===== src/rtl/axil_mmio_regfile.sv =====
// AXI4-Lite slave register file with byte strobes, hardware-driven read-only
// registers, SLVERR/DECERR responses and alternating read/write arbitration.
// Optional feature macro: AXIL_MMIO_WR_PULSE_EN (adds per-register wr_pulse output).

package const_pkg;

    typedef enum logic [2:0] {
        ST_IDLE       = 3'd0,
        ST_WRITE      = 3'd1,
        ST_WRITE_RESP = 3'd2,
        ST_READ       = 3'd3,
        ST_READ_RESP  = 3'd4
    } axil_mmio_state_t;

    typedef enum logic [1:0] {
        AXI_RESP_OKAY   = 2'b00,
        AXI_RESP_EXOKAY = 2'b01,
        AXI_RESP_SLVERR = 2'b10,
        AXI_RESP_DECERR = 2'b11
    } resp_t;

endpackage

module axil_mmio_regfile
    import const_pkg::*;
#(
    parameter int                     DATA_W   = 32,
    parameter int                     ADDR_W   = 12,
    parameter int                     NUM_REGS = 16,
    parameter logic [NUM_REGS-1:0]    RO_MASK  = '0
) (
    input  logic                         clk,
    input  logic                         rst,
    input  logic [ADDR_W-1:0]            s_awaddr,
    input  logic                         s_awvalid,
    output logic                         s_awready,
    input  logic [DATA_W-1:0]            s_wdata,
    input  logic [DATA_W/8-1:0]          s_wstrb,
    input  logic                         s_wvalid,
    output logic                         s_wready,
    output logic [1:0]                   s_bresp,
    output logic                         s_bvalid,
    input  logic                         s_bready,
    input  logic [ADDR_W-1:0]            s_araddr,
    input  logic                         s_arvalid,
    output logic                         s_arready,
    output logic [DATA_W-1:0]            s_rdata,
    output logic [1:0]                   s_rresp,
    output logic                         s_rvalid,
    input  logic                         s_rready,
    output logic [NUM_REGS*DATA_W-1:0]   reg_out,
    input  logic [NUM_REGS*DATA_W-1:0]   hw_status
`ifdef AXIL_MMIO_WR_PULSE_EN
    ,
    output logic [NUM_REGS-1:0]          wr_pulse
`endif
);

    localparam int STRB_W = DATA_W / 8;
    localparam int OFF_W  = $clog2(STRB_W);
    localparam int IDX_W  = ADDR_W - OFF_W;

    axil_mmio_state_t                 state_q;
    logic                             prio_wr_q;
    logic [NUM_REGS-1:0][DATA_W-1:0]  regs_q;
    logic                             awready_q;
    logic                             wready_q;
    logic                             bvalid_q;
    resp_t                            bresp_q;
    logic                             arready_q;
    logic                             rvalid_q;
    resp_t                            rresp_q;
    logic [DATA_W-1:0]                rdata_q;
`ifdef AXIL_MMIO_WR_PULSE_EN
    logic [NUM_REGS-1:0]              wr_pulse_q;
`endif

    logic [IDX_W-1:0]                 aw_idx_s;
    logic [IDX_W-1:0]                 ar_idx_s;
    logic [NUM_REGS-1:0]              wsel_s;
    logic [NUM_REGS-1:0]              rsel_s;
    logic                             wr_req_s;
    logic                             rd_req_s;
    logic [NUM_REGS-1:0][DATA_W-1:0]  regs_d;
    resp_t                            bresp_d;
    logic [NUM_REGS-1:0]              pulse_d;
    logic [DATA_W-1:0]                rdata_d;
    resp_t                            rresp_d;
    logic                             unused_s;

    function automatic logic [DATA_W-1:0] merge_bytes(
        input logic [DATA_W-1:0] old_v,
        input logic [DATA_W-1:0] new_v,
        input logic [STRB_W-1:0] strb
    );
        logic [DATA_W-1:0] res;
        res = old_v;
        for (int b = 0; b < STRB_W; b++) begin
            if (strb[b]) begin
                res[8*b +: 8] = new_v[8*b +: 8];
            end else begin
                res[8*b +: 8] = old_v[8*b +: 8];
            end
        end
        return res;
    endfunction

    // Sub-word address bits and hw_status slices of writable registers carry no meaning here.
    assign unused_s = ^{s_awaddr[OFF_W-1:0], s_araddr[OFF_W-1:0], hw_status};

    assign wr_req_s = s_awvalid && s_wvalid;
    assign rd_req_s = s_arvalid;
    assign aw_idx_s = s_awaddr[ADDR_W-1:OFF_W];
    assign ar_idx_s = s_araddr[ADDR_W-1:OFF_W];

    // Write decode: target select, response code and byte-merged next register image.
    always_comb begin
        wsel_s  = '0;
        regs_d  = regs_q;
        pulse_d = '0;
        for (int i = 0; i < NUM_REGS; i++) begin
            wsel_s[i] = (aw_idx_s == IDX_W'(i));
        end
        if (wsel_s == '0) begin
            bresp_d = AXI_RESP_DECERR;
        end else if ((wsel_s & RO_MASK) != '0) begin
            bresp_d = AXI_RESP_SLVERR;
        end else begin
            bresp_d = AXI_RESP_OKAY;
            pulse_d = wsel_s;
        end
        for (int i = 0; i < NUM_REGS; i++) begin
            if (wsel_s[i] && !RO_MASK[i]) begin
                regs_d[i] = merge_bytes(regs_q[i], s_wdata, s_wstrb);
            end else begin
                regs_d[i] = regs_q[i];
            end
        end
    end

    // Read decode: RO registers reflect live hw_status, out-of-range reads return zero.
    always_comb begin
        rsel_s  = '0;
        rdata_d = {DATA_W{1'b0}};
        rresp_d = AXI_RESP_DECERR;
        for (int i = 0; i < NUM_REGS; i++) begin
            rsel_s[i] = (ar_idx_s == IDX_W'(i));
            if (rsel_s[i]) begin
                rdata_d = RO_MASK[i] ? hw_status[i*DATA_W +: DATA_W] : regs_q[i];
                rresp_d = AXI_RESP_OKAY;
            end else begin
                rdata_d = rdata_d;
                rresp_d = rresp_d;
            end
        end
    end

    // Transaction FSM with arbitration pointer, register array and registered handshake outputs.
    always_ff @(posedge clk or posedge rst) begin
        if (rst) begin
            state_q    <= ST_IDLE;
            prio_wr_q  <= 1'b1;
            regs_q     <= '0;
            awready_q  <= 1'b0;
            wready_q   <= 1'b0;
            bvalid_q   <= 1'b0;
            bresp_q    <= AXI_RESP_OKAY;
            arready_q  <= 1'b0;
            rvalid_q   <= 1'b0;
            rresp_q    <= AXI_RESP_OKAY;
            rdata_q    <= {DATA_W{1'b0}};
`ifdef AXIL_MMIO_WR_PULSE_EN
            wr_pulse_q <= '0;
`endif
        end else begin
`ifdef AXIL_MMIO_WR_PULSE_EN
            wr_pulse_q <= '0;
`endif
            case (state_q)
                ST_IDLE: begin
                    // On contention the pointer hands the next turn to the other kind.
                    if (wr_req_s && (!rd_req_s || prio_wr_q)) begin
                        state_q   <= ST_WRITE;
                        awready_q <= 1'b1;
                        wready_q  <= 1'b1;
                        if (rd_req_s) begin
                            prio_wr_q <= 1'b0;
                        end
                    end else if (rd_req_s) begin
                        state_q   <= ST_READ;
                        arready_q <= 1'b1;
                        if (wr_req_s) begin
                            prio_wr_q <= 1'b1;
                        end
                    end else begin
                        state_q <= ST_IDLE;
                    end
                end
                ST_WRITE: begin
                    awready_q <= 1'b0;
                    wready_q  <= 1'b0;
                    regs_q    <= regs_d;
                    bresp_q   <= bresp_d;
                    bvalid_q  <= 1'b1;
                    state_q   <= ST_WRITE_RESP;
`ifdef AXIL_MMIO_WR_PULSE_EN
                    wr_pulse_q <= pulse_d;
`endif
                end
                ST_WRITE_RESP: begin
                    if (s_bready) begin
                        bvalid_q <= 1'b0;
                        state_q  <= ST_IDLE;
                    end else begin
                        state_q  <= ST_WRITE_RESP;
                    end
                end
                ST_READ: begin
                    arready_q <= 1'b0;
                    rdata_q   <= rdata_d;
                    rresp_q   <= rresp_d;
                    rvalid_q  <= 1'b1;
                    state_q   <= ST_READ_RESP;
                end
                ST_READ_RESP: begin
                    if (s_rready) begin
                        rvalid_q <= 1'b0;
                        state_q  <= ST_IDLE;
                    end else begin
                        state_q  <= ST_READ_RESP;
                    end
                end
                default: begin
                    state_q   <= ST_IDLE;
                    awready_q <= 1'b0;
                    wready_q  <= 1'b0;
                    bvalid_q  <= 1'b0;
                    arready_q <= 1'b0;
                    rvalid_q  <= 1'b0;
                end
            endcase
        end
    end

    assign s_awready = awready_q;
    assign s_wready  = wready_q;
    assign s_bvalid  = bvalid_q;
    assign s_bresp   = bresp_q;
    assign s_arready = arready_q;
    assign s_rvalid  = rvalid_q;
    assign s_rresp   = rresp_q;
    assign s_rdata   = rdata_q;
    assign reg_out   = regs_q;
`ifdef AXIL_MMIO_WR_PULSE_EN
    assign wr_pulse  = wr_pulse_q;
`endif

endmodule


===== config.mk =====
export PLATFORM = sky130hd
export DESIGN_NAME = axil_mmio_regfile
export DESIGN_NICKNAME = d
export VERILOG_FILES = /design/src/rtl/axil_mmio_regfile.sv
export SDC_FILE = /design/constraint.sdc
export NUM_CORES = 1
export LEC_CHECK = 0
export ABC_AREA = 1
export CORE_AREA = 2 2 441 443
export CTS_CLUSTER_SIZE = 25
export DETAILED_ROUTE_END_ITERATION = 6
export DIE_AREA = 0 0 443 445
export PLACE_DENSITY = 0.41
export SLEW_MARGIN = 20
export SYNTH_ARGS = -nofsm -noshare
export SYNTH_HDL_FRONTEND = slang
export SYNTH_SLANG_ARGS = --single-unit

===== constraint.sdc =====
create_clock -name clk -period 23.6 [get_ports clk]
set_input_delay 4.72 -clock clk [delete_from_list [all_inputs] [get_ports clk]]
set_output_delay 4.72 -clock clk [all_outputs]
set_load 0.01 [all_outputs]

; After elaboration in Yosys (flattened, before gate mapping)
; Cells that the tools add are included.
[word_totals]
latch_bits = 0
memories = 0
ramBits = 0
out_inout_bits = 553
word_cells = 249
mem_bits_ro = 0
in_bits = 579
ff_bits = 556
[classes]
bitwise_logic = 4
n_eq_ne = 39
shifts = 0
n_reduce_logical = 82
add_sub_neg = 0
n_div = 0
n_mul = 0
magnitude_cmp = 0
mux = 51
[op_table]
columns = operator, count
row1 = $mux 32, 16
row2 = $reduce_and 3->1, 66
row3 = $eq 10x4->1 const B, 16
row4 = $eq 10x3->1 const B, 8
row5 = $eq 10x2->1 const B, 4
row6 = $mux 2, 20
row7 = $eq 10x1->1 const B, 2
row8 = $logic_not 10->1, 2
row9 = $logic_not 16->1, 1
row10 = $pmux 3 s5, 1
row11 = $reduce_or 3->1, 4
row12 = $ne 2x2->1 const B, 5
row13 = $mux 1, 9
row14 = $eq 3x2->1 const B, 2
row15 = $pmux 1 s3, 2
row16 = $reduce_and 2->1, 3
row17 = $not 1->1, 4
row18 = $pmux 1 s2, 2
row19 = $eq 3x1->1 const B, 1
row20 = $eq 3x3->1 const B, 1
row21 = $logic_not 3->1, 1
row22 = $mux 3, 1
row23 = $logic_and 1x1->1, 2
row24 = $reduce_bool 2->1, 1
row25 = 2 further kinds, 2

; Longest topological paths before layout
; Gate-level depths: netlist (run 1).
[depth]
word_depth = 17
depth_mapped = 19
mapped_depth_nobuf = 19

; Worst setup path after synthesis (run 1)
; OpenSTA, ideal clock, no wires.
[synth_path]
path_type = input -> register
start = input port s_araddr[7]
end = register rdata_q[28], in the netlist s_rdata[28]
n_path_buf = 1
setup_ns = 0.117
arrival_ns = 6.175
required_time_ns = 23.483
cell_stages = 15
slack_ns = 17.309
cell_sequence = nor2_2 > nand2_4 > nor2_4 > nand2_2 > nor2_4 > inv_2 > buf_6 > o22ai_1 > nand3_1 > nor2_1 > nand4_1 > o21ai_1 > nand2_1 > nand2_1 > nand2_1
[synth_between]
elab_chain_cells = 17
word_cells_on_any_way = 32
classes_between = eq/ne (15) / mux (16) / reduce/logical (1)
[synth_lines]
columns = item, line_no
row1 = from (decl), 44  ; input logic [ADDR_W-1:0] s_araddr,
row2 = $logic_not 10->1, 147  ; rsel_s[i] = (ar_idx_s == IDX_W'(i));
row3 = $mux 32 (15 in series), 148  ; if (rsel_s[i]) begin
row4 = $mux 32 (*), 148
row5 = to (signal assigned), 171  ; rdata_q <= {DATA_W{1'b0}};
row6 = to (signal assigned), 220  ; rdata_q <= rdata_d;
row7 = to (decl), 73  ; logic [DATA_W-1:0] rdata_q;
; Mark *: on every way between the ends. The rest lies on a longest branch, timed or not.
; A chain may end at the register's enable or synchronous reset.

; Worst setup path after layout (run 1)
[layout_path]
start = input port s_araddr[8]
end = register rdata_q[9], in the netlist s_rdata[9]
; The elaborated chain is that of the path after synthesis.

==> results of run 1 <==
worst max path at each step:
stage | end | slack, ps | from | cells after the start
6_report | s_rdata[9]$_DFFE_PP0P_ | 15070 | s_araddr[8] | 17
5_1_grt | s_rdata[10]$_DFFE_PP0P_ | 14980 | s_araddr[8] | 15
4_1_cts | s_rdata[9]$_DFFE_PP0P_ | 15020 | s_araddr[8] | 17
3_5_place_dp | s_rdata[9]$_DFFE_PP0P_ | 14240 | s_araddr[8] | 17
3_3_place_gp | s_rdata[9]$_DFFE_PP0P_ | 14280 | s_araddr[8] | 17
2_1_floorplan | reg_out[0]$_DFFE_PP0P_ | 3390 | rst | 1
flip-flops by register name (all words and copies together) (netlist names):
register   cells
prio_wr_q      1
reg_out      512
s_arready      1
s_bresp        1
s_bvalid       1
s_rdata       32
s_rresp        1
s_rvalid       1
s_wready       1
state_q        3
report_power, final:
part / switching, W / internal [W]
Clock: 0.000481 / 0.000670
Combinational: 0.000164 / 0.0000991
Sequential: 0.0000277 / 0.000987
logic make-up (layout without fill, tap and decap cells):
group                  Yosys count  in the layout  share of synthesized area [%]
buffers and inverters          319            958                           5.17
and+or+nand+nor               1445           1445                           24.2
DFF                            554            554                           56.3
other                            0             13                              0
muxes                            1              1                         0.0457
AOI/OAI and AO/OA              682            682                           14.2
worst register-to-register path: stages (launching register included):
cell and delay (ps):
dfrtp_1 400, a221oi_1 860, nand4_1 570, o21ai_1 390
nand4_1 140, nand2_1 90, nand2_1 40
stage by stage:
| stage | area, µm² | utilization (%) | total power, W | setup slack (ps) | hold WS, ps |
|---|---|---|---|---|---|
| after floorplan | 24600 | - | 0.00114 | 3390 | 466 |
| after global placement | 33800 | 17.6 | 0.00130 | 14280 | 466 |
| after detailed placement | 33800 | 17.6 | 0.00130 | 14240 | 467 |
| after CTS | 36200 | 18.9 | 0.00247 | 15020 | 480 |
| after global routing | 36200 | 18.9 | 0.00252 | 14980 | 508 |
| final | 36300 | 18.9 | 0.00243 | 15070 | 480 |
cells in the final DEF (no fill, tap or decap), types with 4 or more instances in the layout:
| cell type | netlist | routed |
|---|---|---|
| nor4_4 | 2 | 5 |
| o21ai_1 | 26 | 26 |
| clkdlybuf4s50_1 | 0 | 615 |
| a21o_1 | 9 | 9 |
| and3_1 | 4 | 4 |
| nor2_4 | 7 | 10 |
| nor4_2 | 5 | 6 |
| o22ai_1 | 6 | 6 |
| diode_2 | 0 | 13 |
| nand2_1 | 1034 | 1034 |
| buf_4 | 8 | 61 |
| clkbuf_1 | 129 | 17 |
| clkbuf_8 | 0 | 14 |
| o21ai_0 | 585 | 585 |
| clkinv_2 | 0 | 5 |
| a221oi_1 | 13 | 13 |
| bufinv_16 | 0 | 4 |
| clkbuf_16 | 0 | 74 |
| nor2_1 | 167 | 161 |
| dfrtp_1 | 553 | 553 |
| nand2_2 | 5 | 5 |
| nand4_1 | 52 | 52 |
| a21oi_1 | 38 | 38 |
| inv_1 | 141 | 138 |
| nand3_1 | 143 | 143 |
| nor2_2 | 9 | 12 |
| inv_2 | 13 | 15 |
layout make-up:
class                           count  area (µm²)  share of cell area, %
Antenna cell                       13        32.5                 0.0897
Clock buffer                      105        2110                   5.81
Multi-Input combinational cell   2128        9570                   26.4
Tap cell                         2526        3160                   8.71
Clock inverter                     20         313                  0.862
Timing Repair Buffer              677        6630                   18.3
Sequential cell                   554       13900                   38.2
Inverter                          156         593                   1.64
routing by layer:
metal / vias up / part of all wire (%) / global-route usage [%]
li1: 11056 / - / -
met1: 11882 / 44 / 20.9
met2: 942 / 45 / 25.3
met3: 190 / 8.2 / 5.28
met4: 8 / 3.1 / 5.13
met5: - / 0.031 / 0
==> impl.org, run 1 <==
** Drt
- In the routed layout, each cell is associated on average with a via count of 3.90.
- Via Count :: 24078
- Iteration-0 DRC count of the detailed router :: 1764
- Number of optimization iterations in the first detailed-route pass :: 5
- Avg WL per Cell :: 26.4 µm
- After detailed routing, the total wire length is 163000 µm.
- The detail route stage leaves a number of antenna-violating nets equal to 0.
- After detailed routing, the number of remaining DRC violations is 0.

** Finish
- Number of cells in the finished layout apart from fillers :: 6179
- Number of filler cells placed in the layout :: 21463
- In the final design database the tool counted 4169 nets.
- Share of layout cells above drive strength 1 :: 6.35%
- Relative to the synthesized area, the layout overhead comes to 47.3%.

** Setup path
- Worst R2R Path Depth :: 6
- Buffers & Inverters on Critical Path :: 4
- Among the stages of the critical path, the cell type that occurs most often is nand2_1.
- Cell breakdown of the critical path :: clkdlybuf4s50_1 -> nor2_2 -> nand2_4 -> nor2_4 -> buf_4 -> nand2_2 -> nor2_4 -> inv_2 -> buf_4 -> o22ai_1 -> nand3_1 -> nor2_1 -> nand4_1 -> o21ai_1 -> nand2_1 -> nand2_1 -> nand2_1
- STA puts the critical path data arrival time at 9120 ps.
- The worst setup path is launched from an input pin.
- The worst register-to-register path begins at reg_out[334]$_DFFE_PP0P_.
- The setup check on the worst reg-to-reg path leaves a slack of 21030 ps.
- Nature of the critical path endpoint :: flip-flop
- Largest stage delay on the critical path :: 650 ps
- Setup Crit Path Kind :: in -> reg
- The endpoint identified for the worst register-to-register timing path is s_rdata[14]$_DFFE_PP0P_.
- In this run the worst path has a maximum fanout of 36.
- For this design, the slowest cell found on the critical path is nor2_1.
- In this design, the largest share of critical-path delay is due to simple AND/OR/NAND/NOR gates.
- Required time of the critical path :: 24180 ps

** Synth
- Number of unique standard cell types used by synthesis :: 38
- Async S/R FF share, synth :: 100%
- Top post-synthesis cells by area :: dfrtp_1 56%, nand2_1 16%, o21ai_0 12%
- The cell count after synthesis came out at 3001.
- The synthesized design contains 0 enable-type register cells.
- Syn Area/Cell :: 8.20 µm²
- Flops & latches, synth :: 554
- Counting instances in the post-synthesis netlist gives the leading cell types as 1034 x nand2_1, 585 x o21ai_0, 553 x dfrtp_1.
- Synthesis produced a netlist with a net count of 3580.
- Portion of synthesized cell area occupied by the leading cell type :: 56.2%
- Largest area contributor in the synthesized netlist :: dfrtp_1
- The Yosys step of the flow raised 0 warnings.
- Yosys instantiated no cell more often than nand2_1.
- Of the synthesized area, sequential elements account for 56.3%.
- The synthesized netlist occupies a cell area of 0.0246 mm².
- Primary flip-flop cell chosen by synthesis mapping :: dfrtp_1

** Global routing
- The first global-routing pass estimated 217000 µm of wire.
- The number of global-route vias before repair came to 23555.
- Summed over all layers, the global routing overflow is 0.
- Global router's overall resource usage :: 16.1%
- Entering global routing, the biggest net connects 114 pins.
- The initial antenna violation count was 36.

** Pwr
- Power Density :: 67.0 mW/mm²
- Leakage power figure :: 15.2 nW
- Worst supply voltage drop on vdd :: 48.8 µV

** STA
- Unrepaired setup endpoints after global routing :: no
- Least-Margin Pin Slew :: 1130 ps
- Highest achievable clock rate :: 117 MHz
- Min Clock Period, post-route :: 8530 ps
- For the final routed database, the setup TNS stands at 0 ps.
- Clock skew on the completed layout was measured at 38.9 ps.
- Of the available clock period, the critical path in the final layout requires 36.2%.
- Setup violations remaining at the end of the flow were counted as 0.
- Measured against its own limit, the worst slew margin works out to 24.6%.
- The number of hold-slack violations in the final timing report was 0.
- Max-slew violation count :: 0

** Clocking
- H-tree levels :: 3
- TritonCTS built the clock tree.
- The number of setup buffers added after CTS is 0.
- Clock sink total :: 554
- Once the clock tree was built, the resizer swapped 0 gates to a different size.
- Clock-pin slew was measured on the worst setup and hold paths at 60 ps.
- Skew-Pair Late Insertion Delay :: 700 ps
- Buffers inserted to repair hold after CTS numbered 0.
- Number of buffers created by CTS :: 73
- In this run the deepest clock path goes through 3 buffers.
- The tree is rooted in a clkbuf_16.

** Placed design
- Routability-driven placement finished with a final weighted congestion of 0.815.
- The wire-length estimate of the detail-placed layout is 127000 µm.
- Input and output buffers added on the ports amount to 615.
- In this run, placement finished with an instance count of 6041.

** Floorplan
- The die is 445 µm tall.
- Once the floorplan was initialized, standard cells occupied 12.8% of the core.
- The die covers 0.197 mm².
- Die W :: 443 µm
- In this run the core area contains 161 standard-cell rows.
- During I/O placement, the number of pins put on the boundary was 1132.
- After floorplanning, the core was sized to cover 0.192 mm².

** Min path
- Hold Startpoint :: s_bvalid$_DFFE_PP0P_
- For hold timing, the worst endpoint is s_bvalid$_DFFE_PP0P_.
- Hold depth :: 2
- Class of the most critical hold timing path :: reg -> reg

** Status
- The flow ran to the end, and the final reports show no timing, DRC or antenna violations.

** Job
- Across the run, the number of max-cap violations was 0.
No activity file was read; power rests on OpenSTA's default activity.
==> run 2, diff against run 1 <==
--- a/config.mk
+++ b/config.mk
@@ -6,11 +6,11 @@
 export NUM_CORES = 1
 export LEC_CHECK = 0
 export ABC_AREA = 1
-export CORE_AREA = 2 2 441 443
+export CORE_AREA = 2 2 437 439
 export CTS_CLUSTER_SIZE = 25
 export DETAILED_ROUTE_END_ITERATION = 6
-export DIE_AREA = 0 0 443 445
-export PLACE_DENSITY = 0.41
+export DIE_AREA = 0 0 439 441
+export PLACE_DENSITY = 0.42
 export SLEW_MARGIN = 20
 export SYNTH_ARGS = -nofsm -noshare
 export SYNTH_HDL_FRONTEND = slang
==> constraint.sdc (replaced) <==
create_clock -name clk -period 7.6 [get_ports clk]
set_input_delay 1.52 -clock clk [delete_from_list [all_inputs] [get_ports clk]]
set_output_delay 1.52 -clock clk [all_outputs]
set_load 0.01 [all_outputs]
==> run 2 against run 1 <==
Net effect:
- combinational power increased to 3.1 times the previous value
- non-clock buffer count increased by 1
- clock-buffer cell count decreased by 2
- clock skew decreased by 6.9 ps
- register-to-register slack got worse by 16000 ps
- hold slack got worse by 2.4 ps
- largest cell class unchanged
- wire length about the same
- sequential power increased to 3.1 times the previous value
==> impl.org, run 2 (synthesized netlist as in run 1, its figures left out) <==
** STA
- Final Skew :: 32.0 ps
- The max-slew violation total from the final report is 0.
- Final hold slack :: 477 ps
- Final setup violation count :: 0
- Min Clock Period, post-route :: 5050 ps
- The number of hold-slack violations in the final timing report was 0.
- Measured against its own limit, the worst slew margin works out to 23.1%.
- Static timing analysis puts the maximum clock frequency at 198 MHz.
- At the pin with the least slew margin, the transition time is 1150 ps.
- Unrepaired setup endpoints after global routing :: no
- Final worst path period share :: 66.5%

** Drt
- After detailed routing, the average wire length per cell comes to 26.4 µm.
- Summed over all layers, the routed wires come to 163000 µm.
- Via Count :: 24115
- The detailed router finished its first iteration with 1764 violations.
- Number of optimization iterations in the first detailed-route pass :: 5
- In the routed design, unresolved DRC markers number 0.
- Average vias per placed instance :: 3.91
- Number of nets with antenna violations after routing :: 0

** Pwr
- Overall power consumption after layout is estimated at 0.00728 W.
- Power Density :: 202 mW/mm²
- In this run the static leakage power is 15.1 nW.
- Worst supply voltage drop on vdd :: 123 µV

** Finish
- Cells with a size suffix above 1 make up 6.13% of the layout.
- With fillers left out, the area of the finished cells amounts to 0.0361 mm².
- The register with the most flip-flops in the layout has 512 of them.
- From synthesis to final layout, the design area changed by 46.6%.
- At the end of the flow, the number of nets in the layout was 4168.
- Most common cell after layout, fill and taps aside :: nand2_1
- In the layout the commonest cells are 1034 x nand2_1, 615 x clkdlybuf4s50_1, 585 x o21ai_0.
- Number of cells in the finished layout apart from fillers :: 6170

** Placed design
- Weighted congestion reported at the end of routability-driven placement :: 0.823
- Count of buffers inserted at the top-level ports :: 615
- Detailed placement HPWL :: 128000 µm
- Placed cell areas :: 0.0339 mm²
- The number of placed instances, taps included, is 6027.

** Clocking
- Number of buffers created by CTS :: 71
- TritonCTS built the clock tree.
- Number of buffers added to fix hold violations after cts :: 0
- Clock Tree Buf Depth :: 3
- Post-CTS timing repair inserted 0 buffers for setup.
- Clock transition at path regs :: 60 ps
- The clock tree synthesis step divided the H-tree into 3 levels.
- The number of gates resized after CTS was 0.
- The cell sitting at the root of the clock tree is a clkbuf_16.
- At the later pin of the worst-skew pair, clock insertion delay measures 680 ps.
- Clock sink total :: 554

** Floorplan
- Standard-cell row count :: 160
- Die W :: 439 µm
- The die covers 0.194 mm².
- For this design the top-level I/O count stands at 1132.
- Standard cell core area :: 0.189 mm²
- Height of the die :: 441 µm
- The initial utilization of the core area, before any placement, comes to 13.0%.

** Setup path
- The worst register-to-register path begins at state_q[2]$_DFF_PP0_.
- Data arrival at the endpoint of the critical path :: 5610 ps
- The number of cells on the worst reg-to-reg path is 8.
- Setup Crit Path Kind :: in -> reg
- Startpoint type of the worst setup path :: input pin
- Nature of the critical path endpoint :: flip-flop
- Minimum setup slack among reg-to-reg paths :: 4910 ps
- Critical Path Fanout Max :: 27
- Required time of the critical path :: 8150 ps
- The worst register-to-register path ends at reg_out[264]$_DFFE_PP0P_.

** Min path
- Counting instances, the worst hold path has a depth of 2.
- The worst hold path belongs to the class reg -> reg.
- Worst hold endpoint :: s_bvalid$_DFFE_PP0P_
- Hold Startpoint :: s_bvalid$_DFFE_PP0P_

** Job
- Max-cap violations in this run came to 0.

** Global routing
- Entering global routing, the biggest net connects 156 pins.
- GR Overflow Total :: 0
- The number of global-route vias before repair is 23267.
- The initial antenna violation count is 33.
- First-pass GRT wire length :: 215000 µm
- Across every metal layer, demand over resource in global routing totals 16.4%.

** Status
- Outcome :: finished clean
==> run 2: cell count changes in the layout (fill, tap and decap cells not counted), sizes merged <==
cell and delta:
clkbuf -2, clkinv -6, buf +1, clkinvlp +1, inv +4, diode +10, bufinv -2
==> run 2: final cells by class <==
cell class / count / area [µm²]
timing repair buffer: 678 / 6680
tap: 2511 / 3140
multi-input combinational: 2128 / 9580
clock buffer: 103 / 2010
antenna: 23 / 57.6
sequential: 554 / 13900
fill: 21169 / 153000
clock inverter: 17 / 171
inverter: 156 / 589
==> run 2: worst max-delay path by stage <==
stage | start | to | slack (ps) | cells past startpoint
after CTS | s_araddr[10] | s_rdata[14]$_DFFE_PP0P_ | 2480 | 16
final | s_araddr[10] | s_rdata[14]$_DFFE_PP0P_ | 2550 | 16
after detailed placement | s_araddr[10] | s_rdata[14]$_DFFE_PP0P_ | 1730 | 16
after global routing | s_araddr[10] | s_rdata[14]$_DFFE_PP0P_ | 2400 | 16
after floorplan | rst | reg_out[0]$_DFFE_PP0P_ | -1460 | 1
after global placement | s_araddr[10] | s_rdata[9]$_DFFE_PP0P_ | 1730 | 15
==> run 2: critical path, cell delays in order <==
cell	delay (ps)
clkdlybuf4s50_1	400
inv_1	130
nand2_1	280
inv_2	740
nand2_2	360
nor2_4	210
inv_2	220
buf_4	260
nor2_1	100
nor2_1	50
nand2_1	160
nand4_1	460
o21ai_1	320
nand4_1	150
nand2_1	140
nand2_1	60
==> run 2: where the power goes <==
group	switching, W	internal, W	leakage, nW
Sequential	0.0000845	0.00306	7.71
Combinational	0.000506	0.000308	6.35
Clock	0.00142	0.00190	1.07
==> run 2: per-layer routing <==
metal | vias up | wire [µm] | global-route usage (%)
li1 | 11093 | - | -
met1 | 11882 | 69000 | 20.6
met2 | 964 | 73700 | 25.9
met3 | 172 | 15400 | 6.10
met4 | 4 | 4900 | 4.95
met5 | - | 24 | 0
==> run 2: stage by stage <==
stage / worst slack [ps] / setup TNS [ps] / util (%)
floorplan: -1460 / -806820 / -
global placement: 1730 / 0 / 17.9
detailed placement: 1730 / 0 / 17.9
CTS: 2480 / 0 / 19.0
global route: 2400 / 0 / 19.1
finish: 2550 / 0 / 19.1
==> run 3, diff against run 2 <==
==> constraint.sdc (replaced) <==
create_clock -name clk -period 4.44 [get_ports clk]
set_input_delay 0.888 -clock clk [delete_from_list [all_inputs] [get_ports clk]]
set_output_delay 0.888 -clock clk [all_outputs]
set_load 0.01 [all_outputs]
==> run 3 against run 2 <==
Net effect:
- final cell count rose by 1.4%
- clock power is 77% higher
- clock-buffer cell count up 6
- die area is the same
- final area up 2.3%
- wire length about the same
- total power is 74% higher
- first-iteration DRC count increased by 16%
- hold slack improved by 1.4 ps
- sequential share of layout area down 0.88 points
- worst setup slack lost 1800 ps
- critical endpoint is now s_rdata[8]$_DFFE_PP0P_
- largest power group unchanged
==> impl.org, run 3 (synthesized netlist as in run 1, its figures left out) <==
** Setup path
- At the worst endpoint, the required time is 5080 ps.
- The worst setup path is of the in -> reg kind.
- Of all nets on the critical path, the largest fanout is 8.
- The worst register-to-register path ends at reg_out[212]$_DFFE_PP0P_.
- Data arrival at the endpoint of the critical path :: 4290 ps
- STA classifies the critical path startpoint as an input pin.
- Across all register-to-register paths, the minimum setup slack is 1820 ps.
- Worst R2R Path Depth :: 8
- Crit Reg-Reg Startpoint :: state_q[2]$_DFF_PP0_
- Nature of the critical path endpoint :: flip-flop

** Placed design
- After legalization and detailed placement, the total HPWL measured 131000 µm.
- Weighted congestion reported at the end of routability-driven placement :: 0.846
- Count of buffers inserted at the top-level ports :: 615

** Drt
- The highest layer touched by signal routing is met4.
- Iteration-0 DRC count of the detailed router :: 2040
- Average vias per placed instance :: 3.91
- After detailed routing, the met2 layer carries 72500 µm of wire.
- The final route contains 24459 vias.
- Wl on met1 :: 71400 µm
- The count of nets left with antenna violations once routing finished came out at 0.
- In the detailed route, the total length drawn on met3 is 13800 µm.
- Total detailed-routing wirelength :: 163000 µm
- Post-route DRC :: 0
- Dividing the detail-routed wire length by the instance count gives 26.0 µm.
- The pre-antenna-repair detailed-routing pass consisted of 5 iterations.

** Floorplan
- Starting Density :: 13.0%
- Standard cell core area :: 0.189 mm²
- Number of top-level pins :: 1132
- Row generation in the floorplan step produced 160 rows.
- From bottom edge to top edge, the die measures 441 µm.
- Die Outline Area :: 0.194 mm²
- Die W :: 439 µm

** Pwr
- Worst supply voltage drop on vdd :: 265 µV
- Power Total :: 0.0127 W
- Summed over all cells, the static leakage comes to 15.7 nW.
- Power Density :: 343 mW/mm²

** Clocking
- Number of buffers added to fix hold violations after cts :: 0
- The clock passes through at most 3 buffers.
- Clock sink total :: 554
- The later pin in the worst-skew pair is clocked with a latency of 700 ps.
- H-tree levels :: 3
- Clock transition at path regs :: 60 ps
- Number of buffers created by CTS :: 72
- Clock root buffer :: clkbuf_16
- After clock tree synthesis, the repair step resized 0 gates.
- TritonCTS clock tree :: built
- The number of setup buffers added after CTS is 0.

** Min path
- The path with the worst hold slack has its endpoint at s_bvalid$_DFFE_PP0P_.
- The worst hold path was traced through 2 stages.
- Class of the most critical hold timing path :: reg -> reg
- Hold Startpoint :: s_bvalid$_DFFE_PP0P_

** Global routing
- Antenna violations before repair :: 26
- Number of global-route vias before repair :: 23627
- Global router's overall resource usage :: 16.4%
- First-pass GRT wire length :: 215000 µm
- Largest net degree at the start of global routing :: 76
- GR Overflow Total :: 0

** STA
- Final setup violation count :: 0
- On the final layout, the worst clock skew is 33.8 ps.
- The number of hold-slack violations in the final timing report came to 0.
- Least-Margin Pin Slew :: 1050 ps
- Derived from the worst setup path, the maximum achievable clock frequency is 274 MHz.
- In the final timing run, aggregate negative setup slack is 0 ps.
- Unrepaired setup endpoints after global routing :: no
- Final worst path period share :: 82.2%
- Counting I/O delays and the setup requirement, the final critical path takes 3650 ps.
- The max-slew violation total from the final report was 0.
- Headroom to the max-slew limit came out at 30.2%.

** Job
- Max-cap violations in this run came to 0.

** Finish
- Layout area overhead :: 50.0%
- Number of filler cells placed in the layout :: 21081
- Measured on the finished design, the core utilization comes to 19.5%.
- Flip-flop count of the largest register after layout :: 512
- Of the cells placed in the final design, the portion with a size suffix greater than 1 is 8.54%.
- The net count of the finished layout is 4261.
- Most common cell after layout, fill and taps aside :: nand2_1
- Top library cells by usage in the layout, fill and taps aside :: 1034 x nand2_1, 615 x clkdlybuf4s50_1, 585 x o21ai_0

** Status
- Outcome :: finished clean
run 3: cell type report:
class                           instances  area, µm²  share of cell area (%)
Antenna cell                           12       30.0                  0.0813
Clock buffer                          109       2080                    5.64
Clock inverter                         19        213                   0.576
Inverter                              156        589                    1.60
Multi-Input combinational cell       2128       9570                    25.9
Sequential cell                       554      13900                    37.5
Tap cell                             2511       3140                    8.51
Timing Repair Buffer                  770       7440                    20.2
run 3: critical path, stage by stage:
cell             delay [ps]
clkdlybuf4s50_1         400
inv_1                   160
nand2_1                 210
buf_12                  200
inv_2                   160
nand2_1                 140
nor3_4                  680
buf_4                   280
a221oi_1                190
buf_4                   240
nand4_1                 100
buf_4                   170
o21ai_1                  80
buf_4                   160
nand4_1                  80
nand2_1                  60
nand2_1                  50
run 3: through the flow:
| stage | hold WS (ps) | worst slack, ps | instance area, µm² | cells |
|---|---|---|---|---|
| after floorplan | 466 | -3990 | 24600 | 3001 |
| after global placement | 468 | -51.9 | 34600 | 6119 |
| after detailed placement | 468 | -52.8 | 34600 | 6119 |
| after CTS | 480 | 703 | 36900 | 6247 |
| after global routing | 507 | 621 | 36900 | 6248 |
| final | 479 | 791 | 36900 | 6259 |
run 3: how the worst max path moves through the flow:
stage                      start                      to  slack, ps  cells past startpoint
finish              s_araddr[10]  s_rdata[8]$_DFFE_PP0P_        790                     17
global route        s_araddr[10]  s_rdata[8]$_DFFE_PP0P_        620                     17
CTS                 s_araddr[10]  s_rdata[8]$_DFFE_PP0P_        700                     17
detailed placement  s_araddr[10]  s_rdata[8]$_DFFE_PP0P_        -50                     17
global placement    s_araddr[10]  s_rdata[8]$_DFFE_PP0P_        -50                     17
floorplan                    rst  reg_out[0]$_DFFE_PP0P_      -3990                      1
run 3: where the power goes:
group | leakage [nW] | switching, W | internal (W)
Combinational | 6.82 | 0.000871 | 0.000546
Sequential | 7.71 | 0.000154 | 0.00524
Clock | 1.13 | 0.00249 | 0.00337
run 3: per-layer routing:
layer / vias to the layer above / track usage (%)
met5: - / 0
met4: 0 / 5.03
met3: 177 / 5.35
met1: 12035 / 21.3
li1: 11275 / -
met2: 972 / 25.6
